`config.mk`:
```
export PLATFORM = sky130hd
export DESIGN_NAME = phy_tx_lanes_flat
export DESIGN_NICKNAME = d
export VERILOG_FILES = /design/src/rtl/phy_tx_lanes_if.sv /design/src/rtl/phy_tx_lanes.sv /design/src/flat_wrapper.sv
export SDC_FILE = /design/constraint.sdc
export NUM_CORES = 1
export LEC_CHECK = 0
export BUFFER_PORTS_ARGS = -buffer_cell sky130_fd_sc_hd__buf_2
export CORE_ASPECT_RATIO = 1.75
export CORE_MARGIN = 2
export CORE_UTILIZATION = 45
export DETAILED_ROUTE_END_ITERATION = 6
export HOLD_SLACK_MARGIN = 0.1
export PLACE_DENSITY = 0.65
export RECOVER_POWER = 50
export SETUP_SLACK_MARGIN = 0.5
export SLEW_MARGIN = 20
export SYNTH_ARGS = -nofsm -noshare
export SYNTH_HDL_FRONTEND = slang
export SYNTH_SLANG_ARGS = --single-unit
```
`constraint.sdc`:
```
create_clock -name clk_32f -period 4.8 [get_ports clk_32f]
set_input_delay 0.48 -clock clk_32f [delete_from_list [all_inputs] [get_ports clk_32f]]
set_output_delay 0.48 -clock clk_32f [all_outputs]
set_load 0.1 [all_outputs]
```
`src/rtl/phy_tx_lanes_if.sv`:
```
// Handshake and lane bundle for phy_tx_lanes: word input, per-lane link flags,
// serial lane outputs and the registered recirculation port.
interface phy_tx_lanes_if #(
  parameter int LANES  = 2,
  parameter int DATA_W = 32
);
  logic [LANES-1:0]  active_lane;
  logic              valid_in;
  logic [DATA_W-1:0] data_in;
  logic              ready_out;
  logic [LANES-1:0]  data_out_lane;
  logic              valid_out_Retorno;
  logic [DATA_W-1:0] data_out_Retorno;

  modport master (
    output active_lane, valid_in, data_in,
    input  ready_out, data_out_lane, valid_out_Retorno, data_out_Retorno
  );

  modport slave (
    input  active_lane, valid_in, data_in,
    output ready_out, data_out_lane, valid_out_Retorno, data_out_Retorno
  );
endinterface

```
`src/rtl/phy_tx_lanes.sv`:
```
// Stripes words round-robin over LANES serial lanes, MSB-first byte serialisation, IDLE_SYM fill;
// first bit 1..8 clocks after accept +1; ready_out drops while the target lane's hold buffer is full.
module phy_tx_lanes #(
  parameter int         LANES    = 2,
  parameter int         DATA_W   = 32,
  parameter logic [7:0] IDLE_SYM = 8'hBC
) (
  input logic           clk_32f,
  input logic           reset_L,
  phy_tx_lanes_if.slave tx
);
  localparam int NB    = DATA_W / 8;
  localparam int PTR_W = (LANES > 1) ? $clog2(LANES) : 1;
  localparam int IDX_W = (NB > 1) ? $clog2(NB) : 1;
  localparam logic [IDX_W-1:0] LAST = IDX_W'(NB - 1);

  logic [2:0]        bit_cnt_q, bit_cnt_d;
  logic [PTR_W-1:0]  ptr_q, ptr_d;
  logic [LANES-1:0]  hold_full_q, hold_full_d;
  logic [LANES-1:0]  busy_q, busy_d;
  logic [LANES-1:0]  lane_q, lane_d;
  logic [DATA_W-1:0] hold_word_q [LANES];
  logic [DATA_W-1:0] hold_word_d [LANES];
  logic [DATA_W-1:0] shift_q [LANES];
  logic [DATA_W-1:0] shift_d [LANES];
  logic [7:0]        cur_byte_q [LANES];
  logic [7:0]        cur_byte_d [LANES];
  logic [IDX_W-1:0]  byte_idx_q [LANES];
  logic [IDX_W-1:0]  byte_idx_d [LANES];
  logic              ret_vld_q, ret_vld_d;
  logic [DATA_W-1:0] ret_dat_q, ret_dat_d;
  logic              all_active;
  logic              accept;

  assign all_active   = &tx.active_lane;
  assign tx.ready_out = all_active && !hold_full_q[ptr_q];
  assign accept       = tx.valid_in && tx.ready_out;

  always_comb begin
    bit_cnt_d = bit_cnt_q + 3'd1;
    ptr_d     = ptr_q;
    if (accept) begin
      ptr_d = (ptr_q == PTR_W'(LANES - 1)) ? '0 : ptr_q + PTR_W'(1);
    end
    ret_vld_d = tx.valid_in && !all_active;
    ret_dat_d = ret_vld_d ? tx.data_in : ret_dat_q;

    for (int i = 0; i < LANES; i++) begin
      hold_full_d[i] = hold_full_q[i];
      hold_word_d[i] = hold_word_q[i];
      shift_d[i]     = shift_q[i];
      cur_byte_d[i]  = cur_byte_q[i];
      byte_idx_d[i]  = byte_idx_q[i];
      busy_d[i]      = busy_q[i];
      lane_d[i]      = cur_byte_q[i][3'd7 - bit_cnt_q];

      // shift_q keeps the not-yet-sent bytes of the current word, MS byte on top
      if (bit_cnt_q == 3'd7) begin
        if (busy_q[i] && (byte_idx_q[i] < LAST)) begin
          cur_byte_d[i] = shift_q[i][DATA_W-1 -: 8];
          shift_d[i]    = shift_q[i] << 8;
          byte_idx_d[i] = byte_idx_q[i] + IDX_W'(1);
        end else if (hold_full_q[i]) begin
          cur_byte_d[i]  = hold_word_q[i][DATA_W-1 -: 8];
          shift_d[i]     = hold_word_q[i] << 8;
          byte_idx_d[i]  = '0;
          busy_d[i]      = 1'b1;
          hold_full_d[i] = 1'b0;
        end else begin
          cur_byte_d[i] = IDLE_SYM;
          busy_d[i]     = 1'b0;
        end
      end

      if (accept && (ptr_q == PTR_W'(i))) begin
        hold_full_d[i] = 1'b1;
        hold_word_d[i] = tx.data_in;
      end
    end
  end

  always_ff @(posedge clk_32f or negedge reset_L) begin
    if (!reset_L) begin
      bit_cnt_q   <= '0;
      ptr_q       <= '0;
      hold_full_q <= '0;
      busy_q      <= '0;
      lane_q      <= '0;
      ret_vld_q   <= 1'b0;
      ret_dat_q   <= '0;
      for (int i = 0; i < LANES; i++) begin
        hold_word_q[i] <= '0;
        shift_q[i]     <= '0;
        cur_byte_q[i]  <= IDLE_SYM;
        byte_idx_q[i]  <= '0;
      end
    end else begin
      bit_cnt_q   <= bit_cnt_d;
      ptr_q       <= ptr_d;
      hold_full_q <= hold_full_d;
      busy_q      <= busy_d;
      lane_q      <= lane_d;
      ret_vld_q   <= ret_vld_d;
      ret_dat_q   <= ret_dat_d;
      for (int i = 0; i < LANES; i++) begin
        hold_word_q[i] <= hold_word_d[i];
        shift_q[i]     <= shift_d[i];
        cur_byte_q[i]  <= cur_byte_d[i];
        byte_idx_q[i]  <= byte_idx_d[i];
      end
    end
  end

  assign tx.data_out_lane     = lane_q;
  assign tx.valid_out_Retorno = ret_vld_q;
  assign tx.data_out_Retorno  = ret_dat_q;
endmodule

```
`src/flat_wrapper.sv`:
```
// flat-port wrapper written by rule: the top's interface ports become plain ports
module phy_tx_lanes_flat 
#(
  parameter int         LANES    = 2,
  parameter int         DATA_W   = 32,
  parameter logic [7:0] IDLE_SYM = 8'hBC
)
  (clk_32f, reset_L, tx_active_lane, tx_valid_in, tx_data_in, tx_ready_out, tx_data_out_lane, tx_valid_out_Retorno, tx_data_out_Retorno);
  phy_tx_lanes_if #(.LANES(LANES), .DATA_W(DATA_W)) tx_i ();
  input logic clk_32f;
  input logic reset_L;
  input wire logic [$bits(tx_i.active_lane)-1:0] tx_active_lane;
  input wire logic [$bits(tx_i.valid_in)-1:0] tx_valid_in;
  input wire logic [$bits(tx_i.data_in)-1:0] tx_data_in;
  output wire logic [$bits(tx_i.ready_out)-1:0] tx_ready_out;
  output wire logic [$bits(tx_i.data_out_lane)-1:0] tx_data_out_lane;
  output wire logic [$bits(tx_i.valid_out_Retorno)-1:0] tx_valid_out_Retorno;
  output wire logic [$bits(tx_i.data_out_Retorno)-1:0] tx_data_out_Retorno;
  assign tx_i.active_lane = tx_active_lane;
  assign tx_i.valid_in = tx_valid_in;
  assign tx_i.data_in = tx_data_in;
  assign tx_ready_out = tx_i.ready_out;
  assign tx_data_out_lane = tx_i.data_out_lane;
  assign tx_valid_out_Retorno = tx_i.valid_out_Retorno;
  assign tx_data_out_Retorno = tx_i.data_out_Retorno;
  phy_tx_lanes #(.LANES(LANES), .DATA_W(DATA_W), .IDLE_SYM(IDLE_SYM)) u_core (.clk_32f(clk_32f), .reset_L(reset_L), .tx(tx_i));
endmodule
```
==> insert_results.sql, run 1 <==
INSERT INTO impl_metrics (metric_group, metric, value, unit) VALUES
('critical_path', 'critPathMaxFanout', '100', ''),
('layout', 'final_nets', '602', ''),
('drt', 'ant_nets', '0', ''),
('layout', 'fillCellCount', '1386', ''),
('clock_network', 'register_clock_pin_slew_on_the_reported_worst_setup_and_hold_paths', '0.07', 'ns'),
('sta', 'drv_slew', '130', ''),
('floorplanning', 'design.core.area', '16300', 'um2'),
('critical_path', 'worstSetupPathDepth', '2', ''),
('floorplanning', 'die_ht', '174', 'um'),
('critical_path', 'r2r_slack', '2.63', 'ns'),
('power_and_ir_drop', 'totalPowerFinal', '5.38', 'mW'),
('clock_network', 'worstSkewPairLatency', '0.43', 'ns'),
('floorplanning', 'initial_utilization', '45.4', '%'),
('global_route', 'grt_antenna_before_repair', '0', ''),
('floorplanning', 'die_area', '17500', 'um2'),
('sta', 'timing.hold.ws', '0.323', 'ns'),
('drt', 'remaining_drc_errors', '0', ''),
('clock_network', 'clockBufferDepth', '2', ''),
('critical_path', 'cp_slowest_cell', 'sky130_fd_sc_hd__clkbuf_2', ''),
('critical_path', 'crit_buf_inv', '2', ''),
('sta', 'maxSlewHeadroom', '-67.2', '%'),
('sta', 'tns', '0', 'ns'),
('critical_path', 'worst_ep_required_time', '5.20', 'ns'),
('drt', 'detail_route.wl_per_cell', '21.1', 'um'),
('yosys', 'syn_std_cell_area', '7400', 'um2'),
('global_route', 'globalRouteTotalUtil', '19.7', '%'),
('yosys', 'syn_inst', '494', ''),
('drt', 'drt_iter0_markers', '165', ''),
('clock_network', 'cts-hold-fix-buffers', '0', ''),
('clock_network', 'htree_num_levels', '4', ''),
('yosys', 'synth.lib_cells_used.distinct', '34', ''),
('outcome', 'run_status', 'finished, violations left', ''),
('sta', 'post-route-worst-setup-slack', '1.91', 'ns'),
('clock_network', 'cts_post_setup_buffers_inserted', '0', ''),
('global_route', 'number_of_global_route_vias_before_repair', '4555', ''),
('layout', 'drive_above_1_share', '50.2', '%'),
('critical_path', 'critPathCaptureType', 'async pin', ''),
('clock_network', 'cts_sinks', '175', ''),
('critical_path', 'worst_path_largest_cell_delay', '1.68', 'ns'),
('floorplanning', 'die_x', '101', 'um'),
('yosys', 'synth_fp_nets', '535', ''),
('drt', 'post_drt_via_cell_ratio', '5.56', ''),
('yosys', 'synth.yosys.seq_area_share', '59.4', '%'),
('drt', 'wirelength', '16200', 'um'),
('global_route', 'maximum_number_of_pins_on_one_net_before_global_route_repair', '101', ''),
('outcome', 'failed_checks', 'max-capacitance violations, max-slew violations', ''),
('critical_path', 'worstPathCellList', 'clkbuf_2 -> clkbuf_2', ''),
('critical_path', 'critical-path-top-cell-by-count', 'sky130_fd_sc_hd__clkbuf_2', ''),
('place', 'place.port_buffers', '72', ''),
('global_route', 'grt_remaining_overflow', '0', ''),
('sta', 'maxClockFrequency', '346', 'MHz'),
('critical_path', 'criticalPathCategory', 'primary input to async pin', ''),
('layout', 'commonest_cells_after_routing_fill_and_taps_aside', '165 x sky130_fd_sc_hd__dfrtp_1, 132 x sky130_fd_sc_hd__mux2_2, 71 x sky130_fd_sc_hd__buf_2', ''),
('critical_path', 'worst-endpoint-arrival', '3.29', 'ns'),
('run', 'drv_cap', '2', ''),
('min_path', 'holdCritPathClass', 'primary input to flip-flop', ''),
('power_and_ir_drop', 'worst_case_vdd_ir_drop', '0.260', 'mV'),
('place', 'routabilityCongestion', '0.793', ''),
('sta', 'max_slew.worst_pin.slew', '2.51', 'ns'),
('clock_network', 'cts_resized', '0', ''),
('sta', 'rsz_0062_raised_after_global_routing', 'no', ''),
('sta', 'finalSetupViolations', '0', ''),
('sta', 'fin_skew', '0.00889', 'ns'),
('layout', 'final_core_util', '51.8', '%'),
('sta', 'post-route-min-period', '2.89', 'ns'),
('place', 'post-dp-hpwl', '11000', 'um'),
('clock_network', 'cts_tree', 'yes', ''),
('floorplanning', 'design.portCount', '73', ''),
('power_and_ir_drop', 'leakage', '3.95', 'nW'),
('critical_path', 'worstSetupStartpointType', 'primary input', ''),
('layout', 'final_cell_count_no_fill', '766', '');
[kinds of logic after synthesis]
group                      after synthesis  share of synthesized area, %
muxes                                  166                          27.3
adders and majority gates                4                         0.677
DFF                                    175                          59.4
and+or+nand+nor                         73                          5.12
AOI/OAI and AO/OA                       42                          4.46
buffers and inverters                   34                          3.08
[routing by layer]
layer  GRT usage (%)  part of all wire (%)  up-vias
met3            3.83                   3.0       16
li1                -                     -     1910
met5               0                     0        -
met2            34.8                    54      107
met1            24.1                    41     2228
met4            6.08                   1.3        0
[power by group]
part | switching (mW) | total (mW) | internal, mW
Sequential | 0.343 | 2.37 | 2.02
Combinational | 0.834 | 1.58 | 0.744
Clock | 0.579 | 1.43 | 0.853
[state kept, by name, indices dropped and copies added, names as in the netlist]
register / flops
u_core.byte_idx_q: 4
u_core.tx.data_out_Retorno: 32
u_core.shift_q: 48
u_core.cur_byte_q: 16
u_core.tx.data_out_lane: 2
u_core.hold_word_q: 64
u_core.busy_q: 2
u_core.ptr_q: 1
u_core.tx.valid_out_Retorno: 1
u_core.bit_cnt_q: 3
u_core.hold_full_q: 2
[area by class of cell]
cell class | instances | area (um2) | share of cell area [%]
Clock buffer | 21 | 460 | 5.45
Sequential cell | 175 | 4390 | 52.0
Tap cell | 192 | 240 | 2.84
Clock inverter | 11 | 154 | 1.82
Timing Repair Buffer | 80 | 412 | 4.87
Multi-Input combinational cell | 285 | 2780 | 32.9
Inverter | 2 | 7.51 | 0.0889
[synthesized netlist by cell type]
cell / number / area share (%)
sky130_fd_sc_hd__dfrtp_1: 165 / 56
sky130_fd_sc_hd__mux2_2: 132 / 20
sky130_fd_sc_hd__mux2_4: 28 / 5.7
sky130_fd_sc_hd__nand2_1: 23 / 1.2
sky130_fd_sc_hd__a22o_1: 16 / 1.9
sky130_fd_sc_hd__nor2_1: 16 / 0.81
sky130_fd_sc_hd__buf_2: 11 / 0.74
sky130_fd_sc_hd__nor3b_1: 11 / 1.1
sky130_fd_sc_hd__clkbuf_1: 10 / 0.51
sky130_fd_sc_hd__dfstp_2: 10 / 3.6
sky130_fd_sc_hd__o31ai_1: 10 / 1.0
sky130_fd_sc_hd__nand3_1: 9 / 0.61
sky130_fd_sc_hd__a31oi_1: 6 / 0.51
sky130_fd_sc_hd__buf_4: 6 / 0.61
sky130_fd_sc_hd__ha_1: 4 / 0.68
sky130_fd_sc_hd__mux4_2: 4 / 1.2
sky130_fd_sc_hd__and3_1: 3 / 0.25
sky130_fd_sc_hd__buf_12: 3 / 0.81
sky130_fd_sc_hd__nand2b_1: 3 / 0.25
sky130_fd_sc_hd__a21o_1: 2 / 0.20
sky130_fd_sc_hd__a32o_1: 2 / 0.27
sky130_fd_sc_hd__buf_6: 2 / 0.30
sky130_fd_sc_hd__inv_1: 2 / 0.10
sky130_fd_sc_hd__mux2_1: 2 / 0.30
sky130_fd_sc_hd__nor2b_1: 2 / 0.17
sky130_fd_sc_hd__nor3_1: 2 / 0.14
sky130_fd_sc_hd__o21ai_0: 2 / 0.14
sky130_fd_sc_hd__o21ai_2: 2 / 0.24
sky130_fd_sc_hd__a211oi_1: 1 / 0.10
sky130_fd_sc_hd__and2_1: 1 / 0.085
sky130_fd_sc_hd__and2b_2: 1 / 0.12
sky130_fd_sc_hd__nor4b_4: 1 / 0.32
sky130_fd_sc_hd__o21a_1: 1 / 0.10
sky130_fd_sc_hd__or3_1: 1 / 0.085
[path summary, 6_finish.rpt]
check | to | from
max in group clk_32f | u_core.tx.data_out_Retorno[9] | tx_active_lane[0]
worst max-delay path | u_core.shift_q[22] | reset_L
worst max register to register | u_core.hold_word_q[13] | u_core.hold_full_q[1]
worst min register to register | u_core.cur_byte_q[7] | u_core.cur_byte_q[7]
worst min-delay path | u_core.tx.data_out_Retorno[6] | tx_data_in[6]
min in group asynchronous | u_core.shift_q[28] | reset_L
Note: power is estimated with default switching activity, not from simulation.
==> inputs of run 2 (changes only) <==
--- a/config.mk
+++ b/config.mk
@@ -11,7 +11,7 @@
 export CORE_UTILIZATION = 45
 export DETAILED_ROUTE_END_ITERATION = 6
 export HOLD_SLACK_MARGIN = 0.1
-export PLACE_DENSITY = 0.65
+export PLACE_DENSITY = 0.68
 export RECOVER_POWER = 50
 export SETUP_SLACK_MARGIN = 0.5
 export SLEW_MARGIN = 20
==> constraint.sdc (replaced) <==
create_clock -name clk_32f -period 2.55 [get_ports clk_32f]
set_input_delay 0.255 -clock clk_32f [delete_from_list [all_inputs] [get_ports clk_32f]]
set_output_delay 0.255 -clock clk_32f [all_outputs]
set_load 0.1 [all_outputs]
==> insert_results.sql, run 2 (synthesized netlist as in run 1, its figures left out) <==
INSERT INTO impl_metrics (metric_group, metric, value, unit) VALUES
('outcome', 'run_status', 'finished, violations left', ''),
('outcome', 'failed_checks', 'max-capacitance violations, max-slew violations', ''),
('floorplanning', 'design.core.area', '16300', 'um2'),
('clock_network', 'numCtsBuffers', '17', ''),
('layout', 'drive_above_1_share', '50.8', '%'),
('global_route', 'grt_antenna_before_repair', '0', ''),
('drt', 'drt_iter0_markers', '158', ''),
('place', 'place.port_buffers', '72', ''),
('place', 'routabilityCongestion', '0.797', ''),
('global_route', 'wire_length_of_the_first_global_routing_pass', '25400', 'um'),
('floorplanning', 'initial_utilization', '45.4', '%'),
('sta', 'hold_violations', '0', ''),
('layout', 'flip_flop_count_of_the_largest_register_all_copies_and_words_added', '64', ''),
('place', 'post-dp-hpwl', '10900', 'um'),
('layout', 'final_core_util', '53.0', '%'),
('layout', 'commonest_cells_after_routing_fill_and_taps_aside', '165 x sky130_fd_sc_hd__dfrtp_1, 132 x sky130_fd_sc_hd__mux2_2, 70 x sky130_fd_sc_hd__buf_2', ''),
('drt', 'detail_route.wl_per_cell', '20.1', 'um'),
('sta', 'max_slew.worst_pin.slew', '1.67', 'ns'),
('drt', 'remaining_drc_errors', '0', ''),
('run', 'drv_cap', '1', ''),
('sta', 'maxClockFrequency', '511', 'MHz'),
('critical_path', 'worst-endpoint-arrival', '2.54', 'ns'),
('power_and_ir_drop', 'pwr_density_cell', '1170', 'nW/um2'),
('clock_network', 'htree_num_levels', '4', ''),
('layout', 'total_area_of_multi_input_combinational_cells', '2800', 'um2'),
('layout', 'fillCellCount', '1381', ''),
('layout', 'final_nets', '618', ''),
('layout', 'syn_to_final_growth', '16.6', '%'),
('place', 'dpl_cell_area', '7950', 'um2'),
('floorplanning', 'die_x', '101', 'um'),
('critical_path', 'worst_ep_required_time', '3.13', 'ns'),
('drt', 'wirelength', '15700', 'um'),
('drt', 'ant_nets', '0', ''),
('global_route', 'globalRouteTotalUtil', '19.2', '%'),
('global_route', 'grt_remaining_overflow', '0', ''),
('critical_path', 'criticalPathCategory', 'primary input to async pin', ''),
('clock_network', 'worstSkewPairLatency', '0.42', 'ns'),
('power_and_ir_drop', 'leakage', '4.02', 'nW'),
('clock_network', 'cts_tree', 'yes', ''),
('floorplanning', 'design.portCount', '73', ''),
('drt', 'routed-via-count', '4298', ''),
('critical_path', 'worst_path_largest_cell_delay', '1.19', 'ns'),
('critical_path', 'critPathMaxFanout', '62', ''),
('clock_network', 'clockBufferDepth', '2', ''),
('sta', 'fin_skew', '0.00995', 'ns'),
('sta', 'maxSlewHeadroom', '-11.5', '%'),
('critical_path', 'cp_slowest_cell', 'sky130_fd_sc_hd__clkbuf_2', ''),
('critical_path', 'worstPathCellList', 'dlygate4sd3_1 -> clkbuf_2 -> buf_4', ''),
('clock_network', 'clock-root-buffer', 'sky130_fd_sc_hd__clkbuf_16', ''),
('clock_network', 'cts_sinks', '175', ''),
('critical_path', 'worstSetupStartpointType', 'primary input', ''),
('global_route', 'number_of_global_route_vias_before_repair', '4667', ''),
('global_route', 'maximum_number_of_pins_on_one_net_before_global_route_repair', '63', ''),
('layout', 'n_antenna_cell', '0', ''),
('sta', 'rsz_0062_raised_after_global_routing', 'yes', ''),
('floorplanning', 'die_area', '17500', 'um2'),
('drt', 'post_drt_via_cell_ratio', '5.50', ''),
('floorplanning', 'die_ht', '174', 'um'),
('power_and_ir_drop', 'worst_case_vdd_ir_drop', '0.652', 'mV'),
('min_path', 'holdCritPathClass', 'primary input to flip-flop', ''),
('sta', 'finalSetupViolations', '0', ''),
('drt', 'drt_first_pass_iters', '4', ''),
('sta', 'post-route-min-period', '1.96', 'ns'),
('critical_path', 'critPathCaptureType', 'async pin', ''),
('layout', 'layout.cells.most_common', 'sky130_fd_sc_hd__dfrtp_1', ''),
('layout', 'top_register', 'u_core.hold_word_q', ''),
('sta', 'final_min_period_over_clock_period', '76.7', '%'),
('sta', 'drv_slew', '61', ''),
('layout', 'final-seq-area', '4390', 'um2'),
('clock_network', 'register_clock_pin_slew_on_the_reported_worst_setup_and_hold_paths', '0.07', 'ns'),
('floorplanning', 'floorplan.rows', '62', ''),
('layout', 'design_area', '8630', 'um2'),
('sta', 'tns', '0', 'ns');
run 2: cell count changes in the layout (fill, tap and decap cells not counted), moves of 2 or more:
cell / delta
sky130_fd_sc_hd__buf_12: +3
sky130_fd_sc_hd__clkinvlp_4: +3
sky130_fd_sc_hd__inv_6: +2
sky130_fd_sc_hd__buf_4: +6
sky130_fd_sc_hd__dlygate4sd3_1: +8
sky130_fd_sc_hd__clkbuf_2: -2
run 2: power by group:
part / switching [mW] / internal [mW] / total (mW)
Sequential: 0.623 / 3.81 / 4.44
Clock: 1.09 / 1.49 / 2.58
Combinational: 1.63 / 1.48 / 3.11
run 2: final timing paths:
check	cells after the start	slack, ns	end	start
worst max-delay path	3	0.59	u_core.shift_q[25]	reset_L
worst min-delay path	2	0.11	u_core.tx.data_out_Retorno[7]	tx_data_in[7]
worst max register to register	5	0.69	u_core.hold_full_q[1]	u_core.bit_cnt_q[0]
worst min register to register	2	0.49	u_core.cur_byte_q[11]	u_core.cur_byte_q[11]
max in group clk_32f	3	0.65	tx_ready_out	u_core.ptr_q
min in group asynchronous	2	0.80	u_core.tx.data_out_Retorno[31]	reset_L
run 2: layer usage:
layer | part of all wire [%] | vias up | GRT usage (%)
met3 | 3.1 | 31 | 3.15
met5 | 0 | - | 0
met2 | 52 | 124 | 32.5
met1 | 41 | 2206 | 23.9
li1 | - | 1937 | -
met4 | 3.5 | 0 | 8.56
run 2: worst max-delay path, delay by kind of cell:
kind     cells  cell delay (ns)
buf+inv      3             2.22
run 2: area by class of cell:
cell class,count,share of cell area (%)
flip-flops and latches,175,50.9
multi-input cells,285,32.4
repair buffers,95,6.79
clock buffers,19,5.13
well taps,192,2.78
clock inverters,13,1.77
inverters,2,0.130
repair inverters,1,0.0870
run 2: through the flow:
stage	worst slack [ns]	hold WS (ns)	total power, mW	std cells
after global placement	0.574	0.286	7.44	741
after floorplan	0.638	-0.0406	6.75	494
after global routing	0.265	0.100	10.7	782
after CTS	0.511	0.102	10.2	781
after detailed placement	0.564	0.287	7.57	741
final	0.594	0.108	10.1	782
run 2: repair_timing:
item                       CTS  global route
setup endpoints to repair    1            22
hold endpoints to repair    73             0
buffers inserted             0             0
cloned                       0             1
resized for setup            1             4
hold buffers                 8             0
